$ cat src/rtl/zif_pkg.sv
// Shared definitions for the ZIF pin controller: opcode values, FSM state
// type and the default pin count.
package zif_pkg;

   localparam int NPINS_DEF = 40;

   localparam logic [7:0] OP_WR_OE   = 8'h01;
   localparam logic [7:0] OP_WR_DATA = 8'h02;
   localparam logic [7:0] OP_RD_PINS = 8'h03;
   localparam logic [7:0] OP_APPLY   = 8'h04;
   localparam logic [7:0] OP_SAFE    = 8'h0F;

   typedef enum logic [2:0] {
      IDLE,
      OPCODE,
      PAYLOAD,
      WAIT_END,
      DISCARD
   } zif_state_t;

endpackage

$ cat src/rtl/zif_sync_edge.sv
// Multi-flop synchroniser with single-cycle rise/fall pulses.
// Ports:
//   clk, reset   system clock, synchronous active-high reset
//   d            asynchronous input
//   rise, fall   one-clk pulses on a synchronised 0->1 / 1->0 transition
// RST_VAL is the idle level of the input, so releasing reset while the
// input rests at that level produces no spurious edge.
module zif_sync_edge #(
   parameter int   STAGES  = 2,
   parameter logic RST_VAL = 1'b0
) (
   input  logic clk,
   input  logic reset,
   input  logic d,
   output logic rise,
   output logic fall
);

   logic [STAGES-1:0] pipe;
   logic              prev;

   always_ff @(posedge clk) begin
      if (reset) begin
         pipe <= {STAGES{RST_VAL}};
         prev <= RST_VAL;
      end else begin
         pipe <= {pipe[STAGES-2:0], d};
         prev <= pipe[STAGES-1];
      end
   end

   assign rise =  pipe[STAGES-1] & ~prev;
   assign fall = ~pipe[STAGES-1] &  prev;

endmodule

$ cat src/rtl/zif_pin_ctrl.sv
// Serial-configured tristate controller for a bank of ZIF pins.
// The host shifts an 8-bit opcode plus payload in SPI mode 0; write data is
// staged and only reaches the pins through an APPLY frame, so the pins are
// always updated as a whole vector.
// Ports:
//   clk, reset          system clock (>= 8x sck), synchronous active-high reset
//   sck, ss_n, mosi     serial link from host (asynchronous to clk)
//   miso, miso_oe       serial data to host and its tristate enable
//   pin_in              pin input buffers
//   pin_oe, pin_out     per-pin drive enable and drive value
//   err                 sticky frame error
//   busy                frame in progress
//
// state    | meaning
// IDLE     | no frame open
// OPCODE   | shifting in the 8 opcode bits
// PAYLOAD  | shifting NPINS payload bits (write) or shifting out pin_snap (read)
// WAIT_END | frame complete, waiting for ss_n to rise to commit
// DISCARD  | bad frame, absorb bits until ss_n rises
module zif_pin_ctrl
   import zif_pkg::*;
#(
   parameter int NPINS       = NPINS_DEF,
   parameter int SYNC_STAGES = 2
) (
   input  logic             clk,
   input  logic             reset,
   input  logic             sck,
   input  logic             ss_n,
   input  logic             mosi,
   output logic             miso,
   output logic             miso_oe,
   input  logic [NPINS-1:0] pin_in,
   output logic [NPINS-1:0] pin_oe,
   output logic [NPINS-1:0] pin_out,
   output logic             err,
   output logic             busy
);

   localparam int CW = $clog2(NPINS + 1);
   localparam logic [CW-1:0] CNT_LAST = CW'(NPINS - 1);
   localparam logic [CW-1:0] CNT_MAX  = CW'(NPINS);

   logic sck_rise, sck_fall, ss_rise, ss_fall;
   logic [SYNC_STAGES-1:0]            mosi_pipe;
   logic [SYNC_STAGES-1:0][NPINS-1:0] pin_pipe;
   logic                              mosi_s;
   logic [NPINS-1:0]                  pin_s;

   zif_sync_edge #(.STAGES(SYNC_STAGES), .RST_VAL(1'b0)) u_sck_sync (
      .clk(clk), .reset(reset), .d(sck), .rise(sck_rise), .fall(sck_fall)
   );

   zif_sync_edge #(.STAGES(SYNC_STAGES), .RST_VAL(1'b1)) u_ss_sync (
      .clk(clk), .reset(reset), .d(ss_n), .rise(ss_rise), .fall(ss_fall)
   );

   always_ff @(posedge clk) begin
      if (reset) begin
         mosi_pipe <= '0;
         pin_pipe  <= '0;
      end else begin
         mosi_pipe <= {mosi_pipe[SYNC_STAGES-2:0], mosi};
         pin_pipe  <= {pin_pipe[SYNC_STAGES-2:0], pin_in};
      end
   end

   assign mosi_s = mosi_pipe[SYNC_STAGES-1];
   assign pin_s  = pin_pipe[SYNC_STAGES-1];

   zif_state_t       state, st_b;
   logic [7:0]       op_sr, op_b;
   logic [2:0]       op_cnt, op_cnt_b;
   logic [CW-1:0]    bit_cnt, bit_cnt_b;
   logic [NPINS-1:0] staging, stage_b;
   logic [NPINS-1:0] pin_snap;
   logic [NPINS-1:0] shadow_oe, shadow_out;
   logic             err_b, snap_load;

   // Effect of this cycle's sck_rise alone. The frame-end logic below works
   // from these values, so a bit landing in the same cycle as ss_rise is
   // absorbed before the commit decision.
   always_comb begin
      st_b      = state;
      op_b      = op_sr;
      op_cnt_b  = op_cnt;
      bit_cnt_b = bit_cnt;
      stage_b   = staging;
      err_b     = err;
      snap_load = 1'b0;
      if (sck_rise) begin
         case (state)
            OPCODE: begin
               op_b     = {op_sr[6:0], mosi_s};
               op_cnt_b = op_cnt + 3'd1;
               if (op_cnt == 3'd7) begin
                  bit_cnt_b = '0;
                  case (op_b)
                     OP_WR_OE, OP_WR_DATA: st_b = PAYLOAD;
                     OP_RD_PINS: begin
                        st_b      = PAYLOAD;
                        snap_load = 1'b1;
                     end
                     OP_APPLY, OP_SAFE: st_b = WAIT_END;
                     default: st_b = DISCARD;
                  endcase
               end
            end
            PAYLOAD: begin
               stage_b = {staging[NPINS-2:0], mosi_s};
               if (bit_cnt != CNT_MAX) bit_cnt_b = bit_cnt + CW'(1);
               if (bit_cnt == CNT_LAST) st_b = WAIT_END;
            end
            WAIT_END: begin
               err_b = 1'b1;
               st_b  = DISCARD;
            end
            default: ;
         endcase
      end
   end

   always_ff @(posedge clk) begin
      if (reset) begin
         state      <= IDLE;
         op_sr      <= '0;
         op_cnt     <= '0;
         bit_cnt    <= '0;
         staging    <= '0;
         pin_snap   <= '0;
         shadow_oe  <= '0;
         shadow_out <= '0;
         pin_oe     <= '0;
         pin_out    <= '0;
         miso       <= 1'b0;
         miso_oe    <= 1'b0;
         err        <= 1'b0;
         busy       <= 1'b0;
      end else if (ss_fall) begin
         // Also restarts a frame whose ss_rise was never seen.
         state   <= OPCODE;
         op_cnt  <= '0;
         bit_cnt <= '0;
         busy    <= 1'b1;
         miso_oe <= 1'b1;
         miso    <= 1'b0;
      end else if (ss_rise) begin
         state   <= IDLE;
         op_cnt  <= '0;
         bit_cnt <= '0;
         busy    <= 1'b0;
         miso_oe <= 1'b0;
         miso    <= 1'b0;
         err     <= err_b;
         case (st_b)
            OPCODE, PAYLOAD, DISCARD: err <= 1'b1;
            WAIT_END: begin
               case (op_b)
                  OP_WR_OE:   shadow_oe  <= stage_b;
                  OP_WR_DATA: shadow_out <= stage_b;
                  OP_APPLY: begin
                     pin_oe  <= shadow_oe;
                     pin_out <= shadow_out;
                     err     <= 1'b0;
                  end
                  OP_SAFE: begin
                     pin_oe    <= '0;
                     shadow_oe <= '0;
                  end
                  default: ;
               endcase
            end
            default: ;
         endcase
      end else begin
         state   <= st_b;
         op_sr   <= op_b;
         op_cnt  <= op_cnt_b;
         bit_cnt <= bit_cnt_b;
         staging <= stage_b;
         err     <= err_b;
         if (snap_load) begin
            pin_snap <= pin_s;
         end else if (sck_fall && state == PAYLOAD && op_sr == OP_RD_PINS) begin
            miso     <= pin_snap[NPINS-1];
            pin_snap <= {pin_snap[NPINS-2:0], 1'b0};
         end
      end
   end

endmodule

$ cat config.mk
export PLATFORM = sky130hd
export DESIGN_NAME = zif_pin_ctrl
export DESIGN_NICKNAME = d
export VERILOG_FILES = /design/src/rtl/zif_pkg.sv /design/src/rtl/zif_sync_edge.sv /design/src/rtl/zif_pin_ctrl.sv
export SDC_FILE = /design/constraint.sdc
export NUM_CORES = 1
export LEC_CHECK = 0
export BUFFER_PORTS_ARGS = -buffer_cell sky130_fd_sc_hd__buf_2
export CAP_MARGIN = 10
export CORE_MARGIN = 2
export CORE_UTILIZATION = 37
export CTS_CLUSTER_DIAMETER = 150
export DETAILED_ROUTE_END_ITERATION = 8
export HOLD_SLACK_MARGIN = 0.08
export PLACE_DENSITY = 0.66
export SYNTH_ARGS = -nofsm -noshare
export SYNTH_HDL_FRONTEND = slang
export SYNTH_SLANG_ARGS = --single-unit
$ cat constraint.sdc
create_clock -name clk -period 3.93 [get_ports clk]
set_input_delay 0.5895 -clock clk [delete_from_list [all_inputs] [get_ports clk]]
set_output_delay 0.5895 -clock clk [all_outputs]
set_load 0.02 [all_outputs]
==> qor.txt, run 1 <==
Unrepaired setup endpoints after global routing: no
Post-Syn Area: 13000 sq um
Diodes inserted: 0
Worst-case clock buffer depth: 3
Yosys warns: 0
WL per Instance: 14.7 microns
Post-Synthesis Cells: 1329
Met2 Use GR: 0.236
Post-Layout Cell Count: 1892
Max stage delay on crit path: 800 ps
Top Ports: 129
Crit start category: flop
Final setup fails: 0
Largest net degree at the start of global routing: 184
CTS buffer count: 40
Dpl hpwl: 16900 microns
Clock sink count: 351
Critical path type: reg -> reg
Crit path capture type: flop
DRC viols: 0
H-Tree Depth: 2
Worst path arrival time: 3880 ps
Starting Density: 0.377
Nets: 1459
Final Instance Area: 15400 sq um
Core area: 34600 sq um
Placed insts: 1821
Top FF cell, synth: dfxtp_1
Power Density: 504 nW/um^2
Crit-path cells: nor4b_1 > a21oi_1 > a2111oi_4 > o21ai_2 > or4_2 > buf_12 > mux2_4
Setup Fix Bufs, Post-CTS: 0
Area growth syn-to-layout: 18.2%
Mean post-synth cell area: 9.82 sq um
Final-report max-slew violation count: 0
PortBufs: 128
Synthesized Nets: 1380
Post-cts sizing count: 0
Final core utilization: 0.446
Worst-path clk slew: 60 ps
Fin Hold WS: 269 ps
Routed WL: 27800 microns
Status: finished clean
Chip height: 192 microns
Via count of the first global-routing pass: 8941
Ys async rst share: 0
DR vias: 9407
GRT Total Usage: 0.148
Clock skew: 24.2 ps
Setup TNS Final: 0 ps
Drt pass-1 iters: 5
Post-DR vias/cell: 4.97
Worst slew pin tran: 977 ps
Die area: 36800 sq um
RD Place Congestion: 0.908
Initial antenna violation count: 0
WP buf/inv: 1
Global-route wire length before repair: 45100 microns
VDD IR-drop max: 371 uV
Hold Vio Cnt, Final: 0
Most common cell after layout, fill and taps aside: dfxtp_1
Post-route ant nets: 0
Area after DPL: 14000 sq um
Worst hold path type: in -> reg
Sequential fraction of the synthesis area: 0.538
Worst skew pair latency: 540 ps
Row count: 68
Max Cap Viol: 0
Top Usage Layer GRT: met2
Top delay family on crit path: simple AND/OR/NAND/NOR gates
Netlist cell types: 53
Share of cells above drive strength 1: 0.184
Leakage power: 6.52 nW
Hold_buf cts: 0
Most frequent cells in the layout: dfxtp_1, nor2_1, buf_2, nor2b_1, nand2_1
Max FO, Critical Path: 36
Root buf cell: clkbuf_16
Global Route met1 Usage: 0.197
1st-iter DRT viols: 443
Grt met3 use: 0.0344
CTS tree: yes
Post-synth EDFFs: 0
Die span in x: 192 microns
Critical Path Slowest Stage Cell: or4_2
Worst Path Required: 4350 ps
Fmax: 289 MHz
FF+latch count, synth: 351
Global route overflow: 0
Final Cycle Share: 0.879
Slew Limit Headroom: 0.349
Crit path time final: 3450 ps
[through the flow]
stage | setup slack (ps) | power, mW
floorplan | 1220 | 3.91
global placement | 661 | 3.98
detailed placement | 562 | 3.99
CTS | 540 | 7.89
global route | 290 | 8.05
finish | 475 | 7.78
[state kept, by name, summed over array words and instances, names as in the netlist, 2 cells and up]
register and count:
staging 40, shadow_out 40, u_sck_sync.pipe 2, pin_out 40, op_sr 8, op_cnt 3
bit_cnt 6, pin_s 40, pin_pipe 40, mosi_pipe 2, u_ss_sync.pipe 2, shadow_oe 40
pin_oe 40, state 3, pin_snap 40
[where the power goes]
group	switching, mW	internal (mW)
sequential	0.0344	3.63
combinational	0.151	0.0927
clock	1.48	2.39
total	1.67	6.12
[layer usage]
| layer | vias up | part of all wire |
|---|---|---|
| li1 | 4741 | - |
| met1 | 4397 | 0.48 |
| met2 | 212 | 0.44 |
| met3 | 57 | 0.057 |
| met4 | 0 | 0.025 |
| met5 | - | 0 |
[final timing paths]
| path | from | endpoint | slack (ps) | cells after the start |
|---|---|---|---|---|
| max reg2reg | op_sr[1] | shadow_oe[15] | 480 | 7 |
| max | op_sr[1] | shadow_oe[15] | 480 | 7 |
| min reg2reg | u_ss_sync.pipe[0] | u_ss_sync.pipe[1] | 410 | 1 |
| min | ss_n | u_ss_sync.pipe[0] | 270 | 2 |
[cells in the mapped netlist (all sizes together), types with 16 or more instances]
| cell type | count | share of area |
|---|---|---|
| o32ai | 16 | 0.011 |
| a311oi | 39 | 0.026 |
| a211oi | 82 | 0.047 |
| nand3 | 17 | 0.0065 |
| dfxtp | 351 | 0.54 |
| mux2 | 25 | 0.028 |
| or2 | 19 | 0.0091 |
| inv | 24 | 0.0069 |
| mux2i | 96 | 0.074 |
| clkbuf | 82 | 0.024 |
| nor2b | 116 | 0.056 |
| a21oi | 23 | 0.0088 |
| a22o | 24 | 0.016 |
| nand2 | 114 | 0.033 |
| nor2 | 200 | 0.058 |
| buf | 24 | 0.010 |
[kinds of logic (layout without fill, tap and decap cells)]
logic type / after synthesis / after routing / share of synthesized area
flops: 351 / 351 / 0.538
compound gates: 209 / 209 / 0.126
fa+ha+maj: 6 / 6 / 0.00575
mux: 121 / 121 / 0.102
xor+xnor: 5 / 5 / 0.00336
simple gates: 507 / 507 / 0.184
buf+inv: 130 / 238 / 0.0408
[worst register-to-register path, cell delays in order, from the launching register on]
cell and delay [ps]:
dfxtp_1 590, nor4b_1 420, a21oi_1 180, a2111oi_4 520, o21ai_2 200, or4_2 800
buf_12 280, mux2_4 370
[area by class of cell]
cell class                 instances  area [sq um]
clock buffer                      53          1140
clock inverter                    18           264
fill                            3247         19200
inverter                          24          90.1
multi-input combinational        848          5540
sequential                       351          7030
tap                              455           569
timing repair buffer             143           801
(Power assumes the default switching activity.)
==> inputs of run 2 (changes only) <==
--- a/config.mk
+++ b/config.mk
@@ -13,6 +13,7 @@
 export DETAILED_ROUTE_END_ITERATION = 8
 export HOLD_SLACK_MARGIN = 0.08
 export PLACE_DENSITY = 0.66
+export RECOVER_POWER = 50
 export SYNTH_ARGS = -nofsm -noshare
 export SYNTH_HDL_FRONTEND = slang
 export SYNTH_SLANG_ARGS = --single-unit
==> constraint.sdc (replaced) <==
create_clock -name clk -period 4.27 [get_ports clk]
set_input_delay 0.6405 -clock clk [delete_from_list [all_inputs] [get_ports clk]]
set_output_delay 0.6405 -clock clk [all_outputs]
set_load 0.02 [all_outputs]
==> run 2 against run 1 <==
  * Wire length increased by 0.28%
  * The run now ends with max-capacitance violations, max-slew violations left
  * Sequential power decreased by 8.2%
  * Worst setup slack improved by 220 ps
  * Register-to-register slack improved by 220 ps
  * Largest power group unchanged
  * Via count decreased by 0.86%
==> qor.txt, run 2 (synthesized netlist as in run 1, its figures left out) <==
Worst-case clock buffer depth: 3 (unchanged)
Most common cell after layout, fill and taps aside: dfxtp_1
Via count of the first global-routing pass: 9062 (+1.4%)
Max FO, Critical Path: 27 (-25%)
Leakage power: 6.10 nW (-6.4%)
Area growth syn-to-layout: 16.8%
Unrepaired setup endpoints after global routing: no
Largest net degree at the start of global routing: 217 (+18%)
RD Place Congestion: 0.917 (+1.0%)
Crit-path cells: nor4b_1 > a21oi_1 > a2111oi_4 > o21ai_2 > or4_2 > buf_4 > mux2i_1
Crit path capture type: flop
DRC viols: 0 (unchanged)
Initial antenna violation count: 0 (unchanged)
H-Tree Depth: 2 (unchanged)
Row count: 68 (unchanged)
Hold path depth: 2 (unchanged)
Die area: 36800 sq um (unchanged)
Core area: 34600 sq um (unchanged)
CTS buffer count: 39 (-2.5%)
Hold Vio Cnt, Final: 0 (unchanged)
Worst slew pin tran: 2420 ps (+1440 ps)
CTS tree: yes
Slew Limit Headroom: -0.614 (-0.962)
Routed WL: 27900 microns (+0.28%)
Worst skew pair latency: 530 ps (about the same)
Worst path arrival time: 3980 ps (+100 ps)
WP buf/inv: 1 (unchanged)
Root buf cell: clkbuf_16
WL per Instance: 14.8 microns (+0.49%)
Setup Fix Bufs, Post-CTS: 0 (unchanged)
Post-DR vias/cell: 4.94 (-0.65%)
Clock sink count: 351 (unchanged)
Global route overflow: 0 (unchanged)
Crit path time final: 3570 ps (+119 ps)
R2R depth: 7 (unchanged)
Status: finished with violations
Top delay family on crit path: simple AND/OR/NAND/NOR gates
DR WL met2: 12300 microns (+0.79%)
Post-route ant nets: 0 (unchanged)
Critical path depth: 7 (unchanged)
Post-cts sizing count: 0 (unchanged)
Clock skew: 14.6 ps (-9.60 ps)
Setup TNS Final: 0 ps (unchanged)
Final setup fails: 0 (unchanged)
Dpl hpwl: 16800 microns (-0.57%)
Top Metal Used: met4
Worst-path clk slew: 60 ps (about the same)
Final Cycle Share: 0.837 (-0.0421)
Power Density: 466 nW/um^2 (-7.7%)
Max Cap Viol: 1 (+1)
Hold_buf cts: 0 (unchanged)
Fmax: 280 MHz (-3.3%)
Met1 Wirelength: 13600 microns (+2.1%)
Worst Path Required: 4680 ps (+330 ps)
PortBufs: 128 (unchanged)
Area after DPL: 14000 sq um (-0.23%)
Global-route wire length before repair: 45900 microns (+1.9%)
Metal3 WL: 1340 microns (-15%)
Most frequent cells in the layout: dfxtp_1, nor2_1, nor2b_1, nand2_1, mux2i_1
Top Ports: 129 (unchanged)
Crit start category: flop
VDD IR-drop max: 354 uV (-4.5%)
Worst hold path type: in -> reg
Diodes inserted: 0 (unchanged)
1st-iter DRT viols: 539 (+22%)
Drt pass-1 iters: 5 (unchanged)
Nets: 1457 (-0.14%)
Starting Density: 0.377 (unchanged)
Critical path type: reg -> reg
Failing checks: max-capacitance violations, max-slew violations
Max stage delay on crit path: 1100 ps (+300 ps)
Filler instances: 3314 (+2.1%)
Share of cells above drive strength 1: 0.121 (-0.0630)
Final-report max-slew violation count: 217 (+217)
DR vias: 9326 (-0.86%)
GRT Total Usage: 0.151 (+0.00331)
Final Instance Area: 15200 sq um (-1.2%)
Chip height: 192 microns (unchanged)
Die span in x: 192 microns (unchanged)
Critical Path Slowest Stage Cell: or4_2
[run 2: changes by cell type in the layout (fill, tap and decap cells not counted), sizes merged]
cell / delta
buf: -86
bufinv: -1
clkbuf: +90
clkinv: -4
inv: -3
[run 2: area by class of cell]
class                   count  area (sq um)  share of cell area
clock buffers              58          1190              0.0780
clock inverters            10           175              0.0115
inverters                  24          90.1             0.00591
multi-input cells         848          5540               0.363
flip-flops and latches    351          7030               0.461
well taps                 455           569              0.0374
repair buffers            142           651              0.0427
[run 2: final timing paths]
kind	start	to	slack, ps
setup / recovery	op_sr[1]	shadow_oe[13]	700
hold / removal	ss_n	u_ss_sync.pipe[0]	300
setup reg to reg	op_sr[1]	shadow_oe[13]	700
hold reg to reg	u_ss_sync.pipe[0]	u_ss_sync.pipe[1]	420
[run 2: power by group]
part           switching [mW]  leakage (nW)  internal [mW]
sequential             0.0319          2.85           3.34
combinational           0.139          2.58         0.0845
clock                    1.33         0.667           2.17
[run 2: per-stage QoR]
stage	hold WS, ps	setup slack, ps	instances	util	power [mW]
CTS	271	741	1888	0.443	7.19
detailed placement	407	739	1820	0.404	3.67
finish	296	696	1888	0.440	7.10
global placement	405	776	1820	0.404	3.67
global route	268	476	1888	0.440	7.37
floorplan	389	1560	1329	-	3.60
[run 2: metal layers]
metal	GRT usage	vias up
met4	0.0420	0
met2	0.239	179
met1	0.211	4378
met5	0	-
li1	-	4719
met3	0.0300	50
[run 2: worst reg2reg max path: stages (launching register included)]
cell and delay (ps):
dfxtp_1 580, nor4b_1 410, a21oi_1 170, a2111oi_4 520
o21ai_2 180, or4_2 1100, buf_4 380, mux2i_1 130
